$ cat config.mk
export PLATFORM = sky130hd
export DESIGN_NAME = csr_access_unit
export DESIGN_NICKNAME = d
export VERILOG_FILES = /design/src/rtl/csr_access_pkg.sv /design/src/rtl/csr_access_decode.sv /design/src/rtl/csr_access_unit.sv
export SDC_FILE = /design/constraint.sdc
export NUM_CORES = 1
export LEC_CHECK = 0
export ABC_AREA = 0
export BUFFER_PORTS_ARGS = -buffer_cell sky130_fd_sc_hd__clkbuf_2
export CORE_MARGIN = 1.5
export CORE_UTILIZATION = 45
export CTS_BUF_LIST = sky130_fd_sc_hd__clkbuf_4 sky130_fd_sc_hd__clkbuf_8
export DETAILED_ROUTE_END_ITERATION = 16
export HOLD_SLACK_MARGIN = 0.06
export MAX_ROUTING_LAYER = met4
export PLACE_DENSITY_LB_ADDON = 0.25
export SLEW_MARGIN = 10
export SYNTH_ARGS = -nofsm -noshare
export SYNTH_HDL_FRONTEND = slang
export SYNTH_SLANG_ARGS = --single-unit
$ cat constraint.sdc
create_clock -name clk_i -period 2.8 [get_ports clk_i]
set_clock_uncertainty 0.05 [all_clocks]
set_input_delay 0.14 -clock clk_i [delete_from_list [all_inputs] [get_ports clk_i]]
set_output_delay 0.14 -clock clk_i [all_outputs]
set_load 0.01 [all_outputs]
$ cat src/rtl/csr_access_pkg.sv
// Shared Zicsr encodings for the CSR access unit: funct3 values, CSR file op codes,
// access-field bit positions of a CSR address, and the sequencer state type.
package csr_access_pkg;

  localparam logic [2:0] F3_CSRRW  = 3'b001;
  localparam logic [2:0] F3_CSRRS  = 3'b010;
  localparam logic [2:0] F3_CSRRC  = 3'b011;
  localparam logic [2:0] F3_CSRRWI = 3'b101;
  localparam logic [2:0] F3_CSRRSI = 3'b110;
  localparam logic [2:0] F3_CSRRCI = 3'b111;

  typedef enum logic [1:0] {
    CSR_OP_SET   = 2'd0,
    CSR_OP_WRITE = 2'd1,
    CSR_OP_CLEAR = 2'd2
  } csr_op_e;

  // addr[11:10] == 2'b11 marks a read-only CSR; addr[9:8] is the lowest privilege allowed
  localparam int         CSR_RW_HI   = 11;
  localparam int         CSR_RW_LO   = 10;
  localparam int         CSR_PRIV_HI = 9;
  localparam int         CSR_PRIV_LO = 8;
  localparam logic [1:0] CSR_RW_RO   = 2'b11;

  typedef enum logic [1:0] {
    ST_IDLE  = 2'd0,
    ST_ISSUE = 2'd1,
    ST_WAIT  = 2'd2,
    ST_RESP  = 2'd3
  } state_e;

endpackage

$ cat src/rtl/csr_access_decode.sv
// Combinational Zicsr decode: funct3 -> CSR file op, operand select, write intent,
// and the illegality that depends only on the instruction itself.
module csr_access_decode
  import csr_access_pkg::*;
#(
  parameter int CSR_DATA_WIDTH = 32,
  parameter int CSR_ADDR_WIDTH = 12
) (
  input  logic [2:0]                funct3_i,
  input  logic [CSR_ADDR_WIDTH-1:0] addr_i,
  input  logic [CSR_DATA_WIDTH-1:0] rs1_data_i,
  input  logic [4:0]                rs1_idx_i,
  output logic [1:0]                op_o,
  output logic [CSR_DATA_WIDTH-1:0] operand_o,
  output logic                      write_intent_o,
  output logic                      illegal_o
);

  logic [CSR_DATA_WIDTH-1:0] src;
  logic                      bad_f3;

  always_comb begin
    op_o           = CSR_OP_SET;
    operand_o      = '0;
    write_intent_o = 1'b0;
    bad_f3         = 1'b0;
    src            = funct3_i[2] ? {{(CSR_DATA_WIDTH-5){1'b0}}, rs1_idx_i} : rs1_data_i;
    // set/clear with rs1_idx == 0 falls through as a pure read: set with a zero mask
    case (funct3_i)
      F3_CSRRW, F3_CSRRWI: begin
        op_o           = CSR_OP_WRITE;
        operand_o      = src;
        write_intent_o = 1'b1;
      end
      F3_CSRRS, F3_CSRRSI: begin
        if (rs1_idx_i != '0) begin
          op_o           = CSR_OP_SET;
          operand_o      = src;
          write_intent_o = 1'b1;
        end
      end
      F3_CSRRC, F3_CSRRCI: begin
        if (rs1_idx_i != '0) begin
          op_o           = CSR_OP_CLEAR;
          operand_o      = src;
          write_intent_o = 1'b1;
        end
      end
      default: bad_f3 = 1'b1;
    endcase
    illegal_o = bad_f3 ||
                (write_intent_o && (addr_i[CSR_RW_HI:CSR_RW_LO] == CSR_RW_RO));
  end

endmodule

$ cat src/rtl/csr_access_unit.sv
// Zicsr sequencer between execute and the CSR file: accept, legality check, issue, wait
// out the busy window, respond. Define CSR_PRIV_CHECK_EN to add the priv_i privilege check.
module csr_access_unit
  import csr_access_pkg::*;
#(
  parameter int CSR_DATA_WIDTH = 32,
  parameter int CSR_ADDR_WIDTH = 12,
  parameter int BUSY_TIMEOUT   = 8
) (
  input  logic                      clk_i,
  input  logic                      rst_n_i,
`ifdef CSR_PRIV_CHECK_EN
  input  logic [1:0]                priv_i,
`endif
  input  logic                      req_valid_i,
  output logic                      req_ready_o,
  input  logic [2:0]                req_funct3_i,
  input  logic [CSR_ADDR_WIDTH-1:0] req_addr_i,
  input  logic [CSR_DATA_WIDTH-1:0] req_rs1_data_i,
  input  logic [4:0]                req_rs1_idx_i,
  input  logic [4:0]                req_rd_idx_i,
  output logic                      csr_en_o,
  output logic [1:0]                csr_op_o,
  output logic [CSR_ADDR_WIDTH-1:0] csr_addr_o,
  output logic [CSR_DATA_WIDTH-1:0] csr_data_o,
  input  logic [CSR_DATA_WIDTH-1:0] csr_data_i,
  input  logic                      csr_busy_i,
  input  logic                      csr_exists_i,
  input  logic                      csr_ro_i,
  output logic                      rsp_valid_o,
  output logic                      rsp_rd_we_o,
  output logic [4:0]                rsp_rd_idx_o,
  output logic [CSR_DATA_WIDTH-1:0] rsp_rd_data_o,
  output logic                      rsp_illegal_o,
  output logic                      rsp_timeout_o
);

  localparam int CNT_W = $clog2(BUSY_TIMEOUT);

  state_e                    state_q, state_d;
  logic [2:0]                funct3_q, funct3_d;
  logic [CSR_ADDR_WIDTH-1:0] addr_q, addr_d;
  logic [CSR_DATA_WIDTH-1:0] rs1_data_q, rs1_data_d;
  logic [4:0]                rs1_idx_q, rs1_idx_d;
  logic [4:0]                rd_idx_q, rd_idx_d;
  logic [CSR_DATA_WIDTH-1:0] rdata_q, rdata_d;
  logic [CNT_W-1:0]          cnt_q, cnt_d;
  logic                      seen_busy_q, seen_busy_d;
  logic                      illegal_q, illegal_d;
  logic                      timeout_q, timeout_d;

  logic [1:0]                dec_op;
  logic [CSR_DATA_WIDTH-1:0] dec_operand;
  logic                      dec_write_intent;
  logic                      dec_illegal;
  logic                      priv_bad;
  logic                      issue_illegal;
  logic                      en;
  logic                      in_resp;

  csr_access_decode #(
    .CSR_DATA_WIDTH (CSR_DATA_WIDTH),
    .CSR_ADDR_WIDTH (CSR_ADDR_WIDTH)
  ) u_decode (
    .funct3_i       (funct3_q),
    .addr_i         (addr_q),
    .rs1_data_i     (rs1_data_q),
    .rs1_idx_i      (rs1_idx_q),
    .op_o           (dec_op),
    .operand_o      (dec_operand),
    .write_intent_o (dec_write_intent),
    .illegal_o      (dec_illegal)
  );

`ifdef CSR_PRIV_CHECK_EN
  assign priv_bad = (addr_q[CSR_PRIV_HI:CSR_PRIV_LO] > priv_i);
`else
  assign priv_bad = 1'b0;
`endif

  // exists/ro come back combinationally from the file for the address already on csr_addr_o
  assign issue_illegal = dec_illegal || !csr_exists_i || csr_ro_i || priv_bad;

  always_comb begin
    state_d     = state_q;
    funct3_d    = funct3_q;
    addr_d      = addr_q;
    rs1_data_d  = rs1_data_q;
    rs1_idx_d   = rs1_idx_q;
    rd_idx_d    = rd_idx_q;
    rdata_d     = rdata_q;
    cnt_d       = cnt_q;
    seen_busy_d = seen_busy_q;
    illegal_d   = illegal_q;
    timeout_d   = timeout_q;
    en          = 1'b0;
    case (state_q)
      ST_IDLE: begin
        if (req_valid_i) begin
          funct3_d   = req_funct3_i;
          addr_d     = req_addr_i;
          rs1_data_d = req_rs1_data_i;
          rs1_idx_d  = req_rs1_idx_i;
          rd_idx_d   = req_rd_idx_i;
          state_d    = ST_ISSUE;
        end
      end
      ST_ISSUE: begin
        seen_busy_d = 1'b0;
        cnt_d       = '0;
        timeout_d   = 1'b0;
        rdata_d     = '0;
        illegal_d   = issue_illegal;
        en          = !issue_illegal;
        state_d     = issue_illegal ? ST_RESP : ST_WAIT;
      end
      ST_WAIT: begin
        // completion wins over timeout when both land on the same cycle
        if (seen_busy_q && !csr_busy_i) begin
          rdata_d = csr_data_i;
          state_d = ST_RESP;
        end else if (cnt_q == CNT_W'(BUSY_TIMEOUT - 1)) begin
          illegal_d = 1'b1;
          timeout_d = 1'b1;
          state_d   = ST_RESP;
        end else begin
          cnt_d       = cnt_q + CNT_W'(1);
          seen_busy_d = seen_busy_q | csr_busy_i;
        end
      end
      ST_RESP: state_d = ST_IDLE;
      default: state_d = ST_IDLE;
    endcase
  end

  always_ff @(posedge clk_i or negedge rst_n_i) begin
    if (!rst_n_i) begin
      state_q     <= ST_IDLE;
      funct3_q    <= '0;
      addr_q      <= '0;
      rs1_data_q  <= '0;
      rs1_idx_q   <= '0;
      rd_idx_q    <= '0;
      rdata_q     <= '0;
      cnt_q       <= '0;
      seen_busy_q <= 1'b0;
      illegal_q   <= 1'b0;
      timeout_q   <= 1'b0;
    end else begin
      state_q     <= state_d;
      funct3_q    <= funct3_d;
      addr_q      <= addr_d;
      rs1_data_q  <= rs1_data_d;
      rs1_idx_q   <= rs1_idx_d;
      rd_idx_q    <= rd_idx_d;
      rdata_q     <= rdata_d;
      cnt_q       <= cnt_d;
      seen_busy_q <= seen_busy_d;
      illegal_q   <= illegal_d;
      timeout_q   <= timeout_d;
    end
  end

  assign in_resp = (state_q == ST_RESP);

  // ready is held low while reset is asserted so every output reads 0 in reset
  assign req_ready_o   = rst_n_i && (state_q == ST_IDLE);
  assign csr_en_o      = en;
  assign csr_op_o      = dec_op;
  assign csr_addr_o    = addr_q;
  assign csr_data_o    = dec_operand;
  assign rsp_valid_o   = in_resp;
  assign rsp_rd_we_o   = in_resp && !illegal_q && (rd_idx_q != '0);
  assign rsp_rd_idx_o  = in_resp ? rd_idx_q : '0;
  assign rsp_rd_data_o = (in_resp && !illegal_q) ? rdata_q : '0;
  assign rsp_illegal_o = in_resp && illegal_q;
  assign rsp_timeout_o = in_resp && timeout_q;

  // write intent only feeds the decode's own illegality; keep it observable for debug
  logic unused_ok;
  assign unused_ok = dec_write_intent;

endmodule

=== Yosys cells after proc, flatten, opt, wreduce, memory -nomap -nowiden ===
Index checks and enable logic that the tools add are counted.

* Equal/unequal tests: 17
* Bitwise operators: 1
* Add/subtract/negate cells: 1
* Reductions and logical operators: 27
* Mux-type cells: 28

{| class="wikitable"
|+ Operator list
! operator !! number
|-
| 32-bit 2-to-1 mux || 4
|-
| 32-bit case mux with 2 select lines || 2
|-
| 3-bit equality test, second input constant || 4
|-
| 2-bit inequality test, second input constant || 5
|-
| 5-bit nonzero test || 2
|-
| 1-bit 2-to-1 mux || 8
|-
| 2-bit 2-to-1 mux || 4
|-
| 1-bit case mux with 2 select lines || 4
|-
| 2-bit case mux with 4 select lines || 1
|-
| 1-bit logical AND || 7
|-
| 2-bit equality test, second input constant || 3
|-
| 3-bit by 2-bit equality test with 1-bit output, second input constant || 2
|-
| 3-bit 2-to-1 mux || 2
|-
| 3-bit case mux with 2 select lines || 1
|-
| 2-bit AND reduction || 3
|-
| 3-bit AND reduction || 2
|-
| 6-bit OR reduction || 1
|-
| 5-bit 2-to-1 mux || 1
|-
| 1-bit zero test || 4
|-
| 2-bit case mux with 2 select lines || 1
|-
| 2-bit OR reduction || 2
|-
| 4-bit OR reduction || 1
|-
| 3-bit by 1-bit adder with 3-bit output, second input constant || 1
|-
| 3-bit by 1-bit equality test with 1-bit output, second input constant || 1
|-
| 6 further kinds || 8
|}

* Output and inout bits: 89
* Word-level logic and storage cells: 85
* Bits of input ports: 95
* Register bits after elaboration: 97

=== Longest topological paths before layout ===
Gate-level depths: netlist of the first run.

* Word-level depth: 9
* Depth in mapped cells: 8
* Gate-level depth less buffers: 6

=== By module ===
A second synthesis of the first run with hierarchy kept.

* Cells, all modules: 346
* Area total of the unflattened synthesis: 4,459.3 um2

{| class="wikitable"
|+ Modules (own cells, without submodules)
! module !! cells an instance !! area an instance (um2) !! instances
|-
| csr_access_unit || 294 || 4,101.4 || 1
|-
| csr_access_decode || 52 || 357.8 || 1
|}

=== Worst setup path after synthesis of the first run ===
No wires, ideal clock.

* Kind: register -> register
* Start point: register state_q[0]
* End point: register addr_q[0], in the netlist csr_addr_o[0]
* Slack: 1.184 ns
* Stages on the path, launching flop included: 7
* Clock period less this slack: 1.616 ns
* Arrival time: 1.441 ns
* Path through: dfrtp_1 > inv_1 > ha_1 > nand2_1 > buf_2 > buf_6 > mux2_2

* Longest elaborated chain between the ends: 2

{| class="wikitable"
|+ Ends and longest elaborated chain
! what !! line !! RTL
|-
| from (decl) || csr_access_unit.sv:40 || <nowiki>state_e state_q, state_d;</nowiki>
|-
| from (signal assigned) || csr_access_unit.sv:150 || <nowiki>state_q <= state_d;</nowiki>
|-
| 2-bit zero test || csr_access_unit.sv:97 || <nowiki>case (state_q)</nowiki>
|-
| 2-bit AND reduction (no line) || - ||
|-
| to (signal assigned) || csr_access_unit.sv:152 || <nowiki>addr_q <= addr_d;</nowiki>
|-
| to (decl) || csr_access_unit.sv:42 || <nowiki>logic [CSR_ADDR_WIDTH-1:0] addr_q, addr_d;</nowiki>
|}

Every way passes these cells.
A chain may end at the register's enable or synchronous reset.

=== Final worst setup path of the first run ===
* Start point: register state_q[1]
* End point: output port rsp_rd_data_o[26]

* Longest elaborated chain between the ends: 3

{| class="wikitable"
|+ Ends and longest elaborated chain
! what !! line !! RTL
|-
| 2-bit equality test || csr_access_unit.sv:164 || <nowiki>assign in_resp = (state_q == ST_RESP);</nowiki>
|-
| 1-bit logical AND || csr_access_unit.sv:175 || <nowiki>assign rsp_rd_data_o = (in_resp && !illegal_q) ? rdata_q : '0;</nowiki>
|-
| 32-bit 2-to-1 mux || csr_access_unit.sv:175 ||
|-
| to (decl) || csr_access_unit.sv:33 || <nowiki>output logic [CSR_DATA_WIDTH-1:0] rsp_rd_data_o,</nowiki>
|}

Every way passes these cells.

==> flow_summary.html, run 1 <==
<table>
<tr><th>Metric</th><th>Value</th></tr>
<tr><th colspan="2">Final layout</th></tr>
<tr><td>Synthesis-to-layout area growth</td><td>47.1%</td></tr>
<tr><td>Diode insertion count for antenna repair</td><td>0</td></tr>
<tr><td>Number of nets in the layout</td><td>714</td></tr>
<tr><td>Share of final-layout standard cells stronger than drive strength 1</td><td>0.433</td></tr>
<tr><td>Filler Cell Count</td><td>715</td></tr>
<tr><th colspan="2">Synthesis</th></tr>
<tr><td>Share of synthesized area occupied by flip-flops and latches</td><td>0.550</td></tr>
<tr><td>Netlist area before placement</td><td>4420 um2</td></tr>
<tr><td>Gate Count Post-Synth</td><td>344</td></tr>
<tr><td>Average cell area after synthesis</td><td>12.8 um2</td></tr>
<tr><td>Count of state elements after synthesis</td><td>97</td></tr>
<tr><td>Net count of the mapped netlist</td><td>446</td></tr>
<tr><td>Warnings from Yosys</td><td>0</td></tr>
<tr><td>Number of distinct library cells after synthesis</td><td>34</td></tr>
<tr><th colspan="2">Clock tree</th></tr>
<tr><td>H-tree depth</td><td>3</td></tr>
<tr><td>Reg clk slew, reported paths</td><td>90 ps</td></tr>
<tr><td>Max Buffers Root-to-Sink</td><td>2</td></tr>
<tr><td>Worst-skew pair later-pin latency</td><td>350 ps</td></tr>
<tr><td>CTS Sinks</td><td>97</td></tr>
<tr><td>TritonCTS clock tree</td><td>yes</td></tr>
<tr><td>Root Driver</td><td>sky130_fd_sc_hd__clkbuf_8</td></tr>
<tr><td>Number of post-CTS setup repair buffers</td><td>0</td></tr>
<tr><td>Number of buffers added by the clock tree synthesis step</td><td>9</td></tr>
<tr><th colspan="2">Power</th></tr>
<tr><td>Power spent charging and discharging nets</td><td>2.10 mW</td></tr>
<tr><td>Switching Share</td><td>0.371</td></tr>
<tr><td>Peak supply drop</td><td>0.782 mV</td></tr>
<tr><td>Clock network power share</td><td>0.147</td></tr>
<tr><td>Sequential share of power</td><td>0.412</td></tr>
<tr><td>Logic gate share of total power</td><td>0.441</td></tr>
<tr><td>LEAKAGE</td><td>3.28 nW</td></tr>
<tr><td>Pwr Density</td><td>871 nW/um2</td></tr>
<tr><td>Internal power</td><td>3.56 mW</td></tr>
<tr><th colspan="2">Setup path</th></tr>
<tr><td>Origin of the worst setup path</td><td>state_q[1]</td></tr>
<tr><td>Timing endpoint of the critical path</td><td>rsp_rd_data_o[26]</td></tr>
<tr><td>Cell Chain, Critical Path</td><td>ha_1 &gt; and2b_1 &gt; and2_1 &gt; clkbuf_2</td></tr>
<tr><td>Worst Reg2Reg Path Length in Cells</td><td>5</td></tr>
<tr><td>Setup crit end kind</td><td>output pin</td></tr>
<tr><td>Register-to-Register Setup Slack</td><td>680 ps</td></tr>
<tr><td>Required time at the worst-slack endpoint</td><td>2610 ps</td></tr>
<tr><td>Type of the setup path with the least slack</td><td>reg -&gt; out</td></tr>
<tr><td>Slowest stage cell on the critical path</td><td>sky130_fd_sc_hd__and2b_1</td></tr>
<tr><td>Dominant delay contributor by cell family on the critical path</td><td>simple AND/OR/NAND/NOR gates</td></tr>
<tr><td>Total stage count of the critical path</td><td>4</td></tr>
<tr><td>Largest fanout on the critical path</td><td>33</td></tr>
<tr><td>Crit path largest cell delay</td><td>750 ps</td></tr>
<tr><td>Critical register-to-register path startpoint</td><td>state_q[0]</td></tr>
<tr><td>Buffers and inverters on the worst path</td><td>1</td></tr>
<tr><td>Worst Setup Start Kind</td><td>flip-flop</td></tr>
<tr><td>Arrival time at the worst endpoint</td><td>2250 ps</td></tr>
<tr><td>Worst R2R End</td><td>rdata_q[28]</td></tr>
<tr><th colspan="2">Timing</th></tr>
<tr><td>Slew Limit Headroom</td><td>0.420</td></tr>
<tr><td>Achievable Freq</td><td>411 MHz</td></tr>
<tr><td>Final-layout worst hold slack</td><td>126 ps</td></tr>
<tr><td>Max Transition Viols Final</td><td>0</td></tr>
<tr><td>Setup Viol. Count Final</td><td>0</td></tr>
<tr><td>Setup repair after global routing missed its margin</td><td>false</td></tr>
<tr><td>Setup TNS</td><td>0 ps</td></tr>
<tr><td>Worst Max-Slew Pin Slew</td><td>870 ps</td></tr>
<tr><td>Total count of hold-check failures in the final report</td><td>0</td></tr>
<tr><td>Shortest clock period the worst path allows after layout</td><td>2440 ps</td></tr>
<tr><td>Final critical-path share of the clock period</td><td>0.870</td></tr>
<tr><th colspan="2">Placement</th></tr>
<tr><td>Final weighted congestion of routability-driven global placement</td><td>0.780</td></tr>
<tr><td>Number of buffers inserted by port buffering</td><td>183</td></tr>
<tr><td>Detailed Place HPWL</td><td>7350 um</td></tr>
<tr><th colspan="2">Drt</th></tr>
<tr><td>Final routed wire length divided by cell count</td><td>15.2 um</td></tr>
<tr><td>Post-route ant nets</td><td>0</td></tr>
<tr><td>Ratio of routed vias to standard cells</td><td>4.88</td></tr>
<tr><td>Aggregate routed wire length</td><td>11300 um</td></tr>
<tr><td>Remaining routing DRC violations</td><td>0</td></tr>
<tr><td>Iteration-0 DRC count of the detailed router</td><td>81</td></tr>
<tr><td>Router iterations before antenna repair</td><td>4</td></tr>
<tr><td>Vias</td><td>3644</td></tr>
<tr><th colspan="2">Die</th></tr>
<tr><td>X dimension of the die</td><td>102 um</td></tr>
<tr><td>Placement Rows</td><td>35</td></tr>
<tr><td>Total core area</td><td>9370 um2</td></tr>
<tr><td>Die Span Y</td><td>102 um</td></tr>
<tr><td>Total Die Area</td><td>10400 um2</td></tr>
<tr><td>Initial Utilization</td><td>0.471</td></tr>
<tr><td>Number of primary I/O pins</td><td>184</td></tr>
<tr><th colspan="2">Run</th></tr>
<tr><td>MaxCap Viol Count</td><td>0</td></tr>
<tr><th colspan="2">GRT</th></tr>
<tr><td>Number of global-route vias before repair</td><td>3771</td></tr>
<tr><td>Largest net degree at the start of global routing</td><td>59</td></tr>
<tr><td>Number of antenna violations at the first check in global routing</td><td>0</td></tr>
<tr><td>All-Layer GR Usage</td><td>0.227</td></tr>
<tr><td>First-pass GRT wire length</td><td>17800 um</td></tr>
<tr><td>Remaining global-route overflow</td><td>0</td></tr>
<tr><th colspan="2">Outcome</th></tr>
<tr><td>Run status</td><td>complete, no violations</td></tr>
<tr><th colspan="2">Worst hold path</th></tr>
<tr><td>Path class of the lowest-slack min-delay path</td><td>in -&gt; reg</td></tr>
</table>
-- layout make-up --
class	instances	area, um2	area share
Timing Repair Buffer	277	1880	0.289
Sequential cell	97	2430	0.374
Clock buffer	9	124	0.0191
Tap cell	129	161	0.0248
Multi-Input combinational cell	219	1830	0.281
Inverter	8	30.0	0.00462
Clock inverter	7	51.3	0.00790
-- cells in the mapped netlist, drive strengths merged --
master / instances / area, um2
dfrtp: 97 / 2430
and2: 68 / 425
mux2: 57 / 642
a22o: 32 / 280
buf: 16 / 121
nor2: 14 / 76.3
inv: 8 / 30.0
ha: 7 / 87.6
nand2: 6 / 22.5
mux2i: 5 / 50.1
a21oi: 4 / 31.3
clkbuf: 4 / 15.0
o21ai: 4 / 20.0
a31oi: 3 / 18.8
nor2b: 3 / 18.8
a32oi: 2 / 25.0
a41o: 2 / 20.0
nand2b: 2 / 12.5
o22ai: 2 / 12.5
a2bb2oi: 1 / 8.76
a31o: 1 / 17.5
and2b: 1 / 7.51
nand4: 1 / 6.26
nor3: 1 / 16.3
o21a: 1 / 7.51
o221ai: 1 / 8.76
or4: 1 / 7.51
-- cells in the final DEF, fill, tap and decap left out, types with 2 or more instances in the layout --
cell type / synthesis / routed
sky130_fd_sc_hd__a21oi_1: 3 / 3
sky130_fd_sc_hd__a22o_1: 32 / 32
sky130_fd_sc_hd__a31oi_1: 3 / 3
sky130_fd_sc_hd__a41o_1: 2 / 2
sky130_fd_sc_hd__and2_1: 68 / 68
sky130_fd_sc_hd__buf_12: 0 / 2
sky130_fd_sc_hd__buf_4: 4 / 2
sky130_fd_sc_hd__clkbuf_2: 0 / 182
sky130_fd_sc_hd__clkbuf_8: 0 / 9
sky130_fd_sc_hd__clkinv_2: 0 / 2
sky130_fd_sc_hd__clkinvlp_4: 0 / 2
sky130_fd_sc_hd__dfrtp_1: 97 / 97
sky130_fd_sc_hd__dlygate4sd3_1: 0 / 91
sky130_fd_sc_hd__ha_1: 7 / 7
sky130_fd_sc_hd__inv_1: 7 / 7
sky130_fd_sc_hd__inv_6: 0 / 3
sky130_fd_sc_hd__mux2_2: 57 / 57
sky130_fd_sc_hd__mux2i_1: 5 / 5
sky130_fd_sc_hd__nand2_1: 6 / 5
sky130_fd_sc_hd__nand2b_1: 2 / 2
sky130_fd_sc_hd__nor2_1: 12 / 12
sky130_fd_sc_hd__nor2b_1: 3 / 3
sky130_fd_sc_hd__o21ai_0: 4 / 4
sky130_fd_sc_hd__o22ai_1: 2 / 2
-- worst register-to-register path: cells and delay by family (launching register included) --
kind                     cells  cell delay, ps
AO/OA/AOI/OAI                2             950
flip-flops                   1             400
adder cells (fa/ha/maj)      1             400
buffers and inverters        2             270
-- how the worst min path moves through the flow --
stage / startpoint / to / slack, ps / cells past startpoint
global route: csr_exists_i / illegal_q / 180 / 4
CTS: csr_exists_i / illegal_q / 110 / 4
finish: csr_exists_i / illegal_q / 130 / 4
detailed placement: rst_n_i / rs1_data_q[15] / 110 / 1
global placement: rst_n_i / rs1_data_q[15] / 100 / 1
floorplan: rst_n_i / cnt_q[0] / -210 / 0
-- through the flow --
| stage | utilization | instance area, um2 | std cells | total power [mW] | setup slack (ps) |
|---|---|---|---|---|---|
| after floorplan | - | 4420 | 344 | 3.98 | 1180 |
| after global placement | 0.577 | 5410 | 639 | 4.65 | 775 |
| after detailed placement | 0.577 | 5410 | 639 | 4.75 | 687 |
| after CTS | 0.693 | 6500 | 746 | 5.70 | 327 |
| after global routing | 0.693 | 6500 | 746 | 6.06 | 151 |
| final | 0.693 | 6500 | 746 | 5.66 | 365 |
-- routing by layer --
layer / part of all wire / global-route usage / vias to the layer above
met3: 0.042 / 0.0328 / 33
met1: 0.42 / 0.272 / 1750
met5: 0 / - / -
met4: 0.034 / 0.107 / 0
li1: - / - / 1743
met2: 0.50 / 0.380 / 118
-- sequential cells by signal, summed over array words and instances (netlist names) --
signal,cells
rs1_data_q,32
timeout_q,1
seen_busy_q,1
rs1_idx_q,5
csr_addr_o,12
funct3_q,3
state_q,2
rdata_q,32
rd_idx_q,5
cnt_q,3
illegal_q,1
-- cell families (layout without fill, tap and decap cells) --
family                   count (synthesis)  after routing  share of synthesized area
AO/OA/AOI/OAI                           53             53                      0.102
adder cells (fa/ha/maj)                  7              7                     0.0198
buffers and inverters                   28            301                     0.0377
flip-flops                              97             97                      0.550
multiplexers                            62             62                      0.157
AND/OR/NAND/NOR                         97             97                      0.134
-- power groups by stage --
stage | Combinational, mW | Sequential [mW] | Clock [mW]
after detailed placement | 2.41 | 2.35 | 0
after global placement | 2.33 | 2.32 | 0
final | 2.50 | 2.33 | 0.831
after CTS | 2.51 | 2.32 | 0.865
after global routing | 2.75 | 2.41 | 0.910
after floorplan | 1.71 | 2.27 | 0
-- what timing repair did --
item | CTS | global route
gates resized for setup | 0 | 0
hold buffers | 91 | 0
setup endpoints to repair | 0 | 0
endpoints found under the hold margin | 129 | 0
Note: power is estimated with default switching activity, not from simulation.
==> run 2, diff against run 1 <==
--- a/config.mk
+++ b/config.mk
@@ -7,6 +7,7 @@
 export LEC_CHECK = 0
 export ABC_AREA = 0
 export BUFFER_PORTS_ARGS = -buffer_cell sky130_fd_sc_hd__clkbuf_2
+export CAP_MARGIN = 25
 export CORE_MARGIN = 1.5
 export CORE_UTILIZATION = 45
 export CTS_BUF_LIST = sky130_fd_sc_hd__clkbuf_4 sky130_fd_sc_hd__clkbuf_8
@@ -17,4 +18,5 @@
 export SLEW_MARGIN = 10
 export SYNTH_ARGS = -nofsm -noshare
 export SYNTH_HDL_FRONTEND = slang
+export SYNTH_HIERARCHICAL = 1
 export SYNTH_SLANG_ARGS = --single-unit
==> flow_summary.html, run 2 <==
<table>
<tr><th>Metric</th><th>Value</th></tr>
<tr><th colspan="2">Power</th></tr>
<tr><td>Switching Share</td><td>0.353 (-0.0181)</td></tr>
<tr><td>LEAKAGE</td><td>3.32 nW (+1.0%)</td></tr>
<tr><td>Logic gate share of total power</td><td>0.434 (-0.007)</td></tr>
<tr><td>Sequential share of power</td><td>0.404 (-0.008)</td></tr>
<tr><td>Power spent charging and discharging nets</td><td>2.10 mW (+0.11%)</td></tr>
<tr><td>Clock network power share</td><td>0.162 (+0.015)</td></tr>
<tr><td>Overall power after layout</td><td>5.95 mW (+5.2%)</td></tr>
<tr><td>Pwr Density</td><td>906 nW/um2 (+4.1%)</td></tr>
<tr><td>Peak supply drop</td><td>0.482 mV (-38%)</td></tr>
<tr><td>Internal power</td><td>3.85 mW (+8.2%)</td></tr>
<tr><th colspan="2">Synthesis</th></tr>
<tr><td>Netlist area before placement</td><td>4460 um2 (+0.88%)</td></tr>
<tr><td>Gate Count Post-Synth</td><td>345 (+0.29%)</td></tr>
<tr><td>Net count of the mapped netlist</td><td>448 (+0.45%)</td></tr>
<tr><td>Average cell area after synthesis</td><td>12.9 um2 (+0.59%)</td></tr>
<tr><td>Warnings from Yosys</td><td>6 (+6)</td></tr>
<tr><th colspan="2">GRT</th></tr>
<tr><td>Largest net degree at the start of global routing</td><td>58 (-1.7%)</td></tr>
<tr><td>Remaining global-route overflow</td><td>0 (unchanged)</td></tr>
<tr><td>All-Layer GR Usage</td><td>0.219 (-0.00879)</td></tr>
<tr><td>Number of antenna violations at the first check in global routing</td><td>0 (unchanged)</td></tr>
<tr><td>First-pass GRT wire length</td><td>16900 um (-4.9%)</td></tr>
<tr><td>Number of global-route vias before repair</td><td>3564 (-5.5%)</td></tr>
<tr><th colspan="2">Setup path</th></tr>
<tr><td>Dominant delay contributor by cell family on the critical path</td><td>simple AND/OR/NAND/NOR gates</td></tr>
<tr><td>Setup crit end kind</td><td>output pin</td></tr>
<tr><td>Arrival time at the worst endpoint</td><td>2280 ps (+30 ps)</td></tr>
<tr><td>Crit path largest cell delay</td><td>460 ps (-290 ps)</td></tr>
<tr><td>Type of the setup path with the least slack</td><td>reg -&gt; out</td></tr>
<tr><td>Largest fanout on the critical path</td><td>6 (-82%)</td></tr>
<tr><td>Slowest stage cell on the critical path</td><td>sky130_fd_sc_hd__nor3b_1</td></tr>
<tr><td>Worst Setup Start Kind</td><td>flip-flop</td></tr>
<tr><td>Required time at the worst-slack endpoint</td><td>2610 ps (about the same)</td></tr>
<tr><td>Cell Chain, Critical Path</td><td>nor3_2 &gt; and3_1 &gt; nor2_1 &gt; nor3b_1 &gt; and2_1 &gt; clkbuf_2</td></tr>
<tr><td>Buffers and inverters on the worst path</td><td>1 (unchanged)</td></tr>
<tr><th colspan="2">Clock tree</th></tr>
<tr><td>Post_cts resized</td><td>0 (unchanged)</td></tr>
<tr><td>Root Driver</td><td>sky130_fd_sc_hd__clkbuf_8</td></tr>
<tr><td>Number of buffers added by the clock tree synthesis step</td><td>9 (unchanged)</td></tr>
<tr><td>Reg clk slew, reported paths</td><td>90 ps (about the same)</td></tr>
<tr><td>Worst-skew pair later-pin latency</td><td>360 ps (about the same)</td></tr>
<tr><td>TritonCTS clock tree</td><td>yes</td></tr>
<tr><td>Max Buffers Root-to-Sink</td><td>2 (unchanged)</td></tr>
<tr><td>Number of post-CTS setup repair buffers</td><td>0 (unchanged)</td></tr>
<tr><td>H-tree depth</td><td>3 (unchanged)</td></tr>
<tr><td>CTS Sinks</td><td>97 (unchanged)</td></tr>
<tr><th colspan="2">Die</th></tr>
<tr><td>X dimension of the die</td><td>103 um (+0.43%)</td></tr>
<tr><td>Total Die Area</td><td>10500 um2 (+0.85%)</td></tr>
<tr><td>Number of primary I/O pins</td><td>184 (unchanged)</td></tr>
<tr><td>Total core area</td><td>9680 um2 (+3.3%)</td></tr>
<tr><td>Placement Rows</td><td>36 (+2.9%)</td></tr>
<tr><td>Initial Utilization</td><td>0.460 (-0.0112)</td></tr>
<tr><td>Die Span Y</td><td>103 um (+0.43%)</td></tr>
<tr><th colspan="2">Placement</th></tr>
<tr><td>Final weighted congestion of routability-driven global placement</td><td>0.867 (+11%)</td></tr>
<tr><td>Detailed Place HPWL</td><td>7000 um (-4.7%)</td></tr>
<tr><td>Number of buffers inserted by port buffering</td><td>183 (unchanged)</td></tr>
<tr><th colspan="2">Drt</th></tr>
<tr><td>Remaining routing DRC violations</td><td>0 (unchanged)</td></tr>
<tr><td>Post-route ant nets</td><td>0 (unchanged)</td></tr>
<tr><td>Aggregate routed wire length</td><td>11100 um (-1.7%)</td></tr>
<tr><td>Ratio of routed vias to standard cells</td><td>4.88 (-0.14%)</td></tr>
<tr><td>Final routed wire length divided by cell count</td><td>14.8 um (-2.5%)</td></tr>
<tr><td>Vias</td><td>3668 (+0.66%)</td></tr>
<tr><td>Router iterations before antenna repair</td><td>4 (unchanged)</td></tr>
<tr><td>Iteration-0 DRC count of the detailed router</td><td>120 (+48%)</td></tr>
<tr><th colspan="2">Timing</th></tr>
<tr><td>Total count of hold-check failures in the final report</td><td>0 (unchanged)</td></tr>
<tr><td>Shortest clock period the worst path allows after layout</td><td>2470 ps (+30.4 ps)</td></tr>
<tr><td>Max Transition Viols Final</td><td>0 (unchanged)</td></tr>
<tr><td>Setup TNS</td><td>0 ps (unchanged)</td></tr>
<tr><td>Worst Max-Slew Pin Slew</td><td>922 ps (+52.1 ps)</td></tr>
<tr><td>Slew Limit Headroom</td><td>0.385 (-0.0347)</td></tr>
<tr><td>Setup repair after global routing missed its margin</td><td>false</td></tr>
<tr><td>Setup Viol. Count Final</td><td>0 (unchanged)</td></tr>
<tr><td>Achievable Freq</td><td>406 MHz (-1.2%)</td></tr>
<tr><td>Final critical-path share of the clock period</td><td>0.881 (+0.0108)</td></tr>
<tr><th colspan="2">Final layout</th></tr>
<tr><td>Most used cells in the layout excluding fill and tap cells</td><td>182 x sky130_fd_sc_hd__clkbuf_2, 97 x sky130_fd_sc_hd__dfrtp_1, 91 x sky130_fd_sc_hd__dlygate4sd3_1</td></tr>
<tr><td>Area of the multi-input gates</td><td>1850 um2 (+1.6%)</td></tr>
<tr><td>Most common cell after layout, fill and taps aside</td><td>sky130_fd_sc_hd__clkbuf_2</td></tr>
<tr><td>Number of nets in the layout</td><td>717 (+0.42%)</td></tr>
<tr><td>Register Area</td><td>2430 um2 (unchanged)</td></tr>
<tr><td>Synthesis-to-layout area growth</td><td>47.4%</td></tr>
<tr><td>Filler Cell Count</td><td>692 (-3.2%)</td></tr>
<tr><td>Share of final-layout standard cells stronger than drive strength 1</td><td>0.431 (-0.00140)</td></tr>
<tr><td>Diode insertion count for antenna repair</td><td>0 (unchanged)</td></tr>
<tr><th colspan="2">Outcome</th></tr>
<tr><td>Run status</td><td>complete, no violations</td></tr>
<tr><th colspan="2">Run</th></tr>
<tr><td>MaxCap Viol Count</td><td>0 (unchanged)</td></tr>
<tr><th colspan="2">Worst hold path</th></tr>
<tr><td>Path class of the lowest-slack min-delay path</td><td>in -&gt; reg</td></tr>
</table>
[run 2: through the flow]
stage	cell area [um2]	hold slack [ps]	util	setup slack, ps	cells
after detailed placement	5440	31.9	0.562	737	645
final	6570	139	0.678	334	752
after global placement	5440	29.2	0.562	770	645
after CTS	6570	108	0.678	319	752
after floorplan	4460	-206	-	1070	345
after global routing	6570	130	0.678	185	752
[run 2: worst paths after layout]
check	endpoint	cells past startpoint	startpoint	slack, ps
worst max-delay path	csr_en_o	6	rs1_idx_q[2]	330
worst min-delay path	illegal_q	3	csr_ro_i	140
worst max register to register	rdata_q[18]	5	state_q[0]	790
worst min register to register	rdata_q[4]	1	rdata_q[4]	440
max in group asynchronous	rs1_data_q[11]	3	rst_n_i	1630
min in group asynchronous	csr_addr_o[0]	2	rst_n_i	180
[run 2: worst register-to-register path, stage by stage, from the launching register on]
cell and delay (ps):
sky130_fd_sc_hd__dfrtp_1 390, sky130_fd_sc_hd__inv_1 120, sky130_fd_sc_hd__ha_1 270, sky130_fd_sc_hd__and3b_1 230, sky130_fd_sc_hd__a21oi_4 640, sky130_fd_sc_hd__a22o_1 260
[run 2: layout make-up]
| cell class | instances | area share |
|---|---|---|
| clock inverters | 4 | 0.00762 |
| well taps | 133 | 0.0253 |
| repair buffers | 279 | 0.286 |
| flip-flops and latches | 97 | 0.370 |
| inverters | 7 | 0.00400 |
| multi-input cells | 220 | 0.282 |
| clock buffers | 12 | 0.0251 |
[run 2: timing repair]
| item | in CTS | in global routing |
|---|---|---|
| setup endpoints to repair | 0 | 0 |
| hold buffers | 91 | 0 |
| hold endpoints to repair | 116 | 0 |
[run 2: per-layer routing]
layer	part of all wire	global-route usage
met3	0.048	0.0346
met1	0.43	0.267
met5	0	-
met4	0.030	0.112
met2	0.50	0.353
[run 2: power by group through the flow]
stage	Combinational [mW]	Clock, mW	Sequential, mW
2_1_floorplan	1.83	0	2.35
3_3_place_gp	2.43	0	2.40
3_5_place_dp	2.49	0	2.42
4_1_cts	2.59	0.996	2.39
5_1_grt	2.85	1.05	2.49
6_report	2.59	0.962	2.41
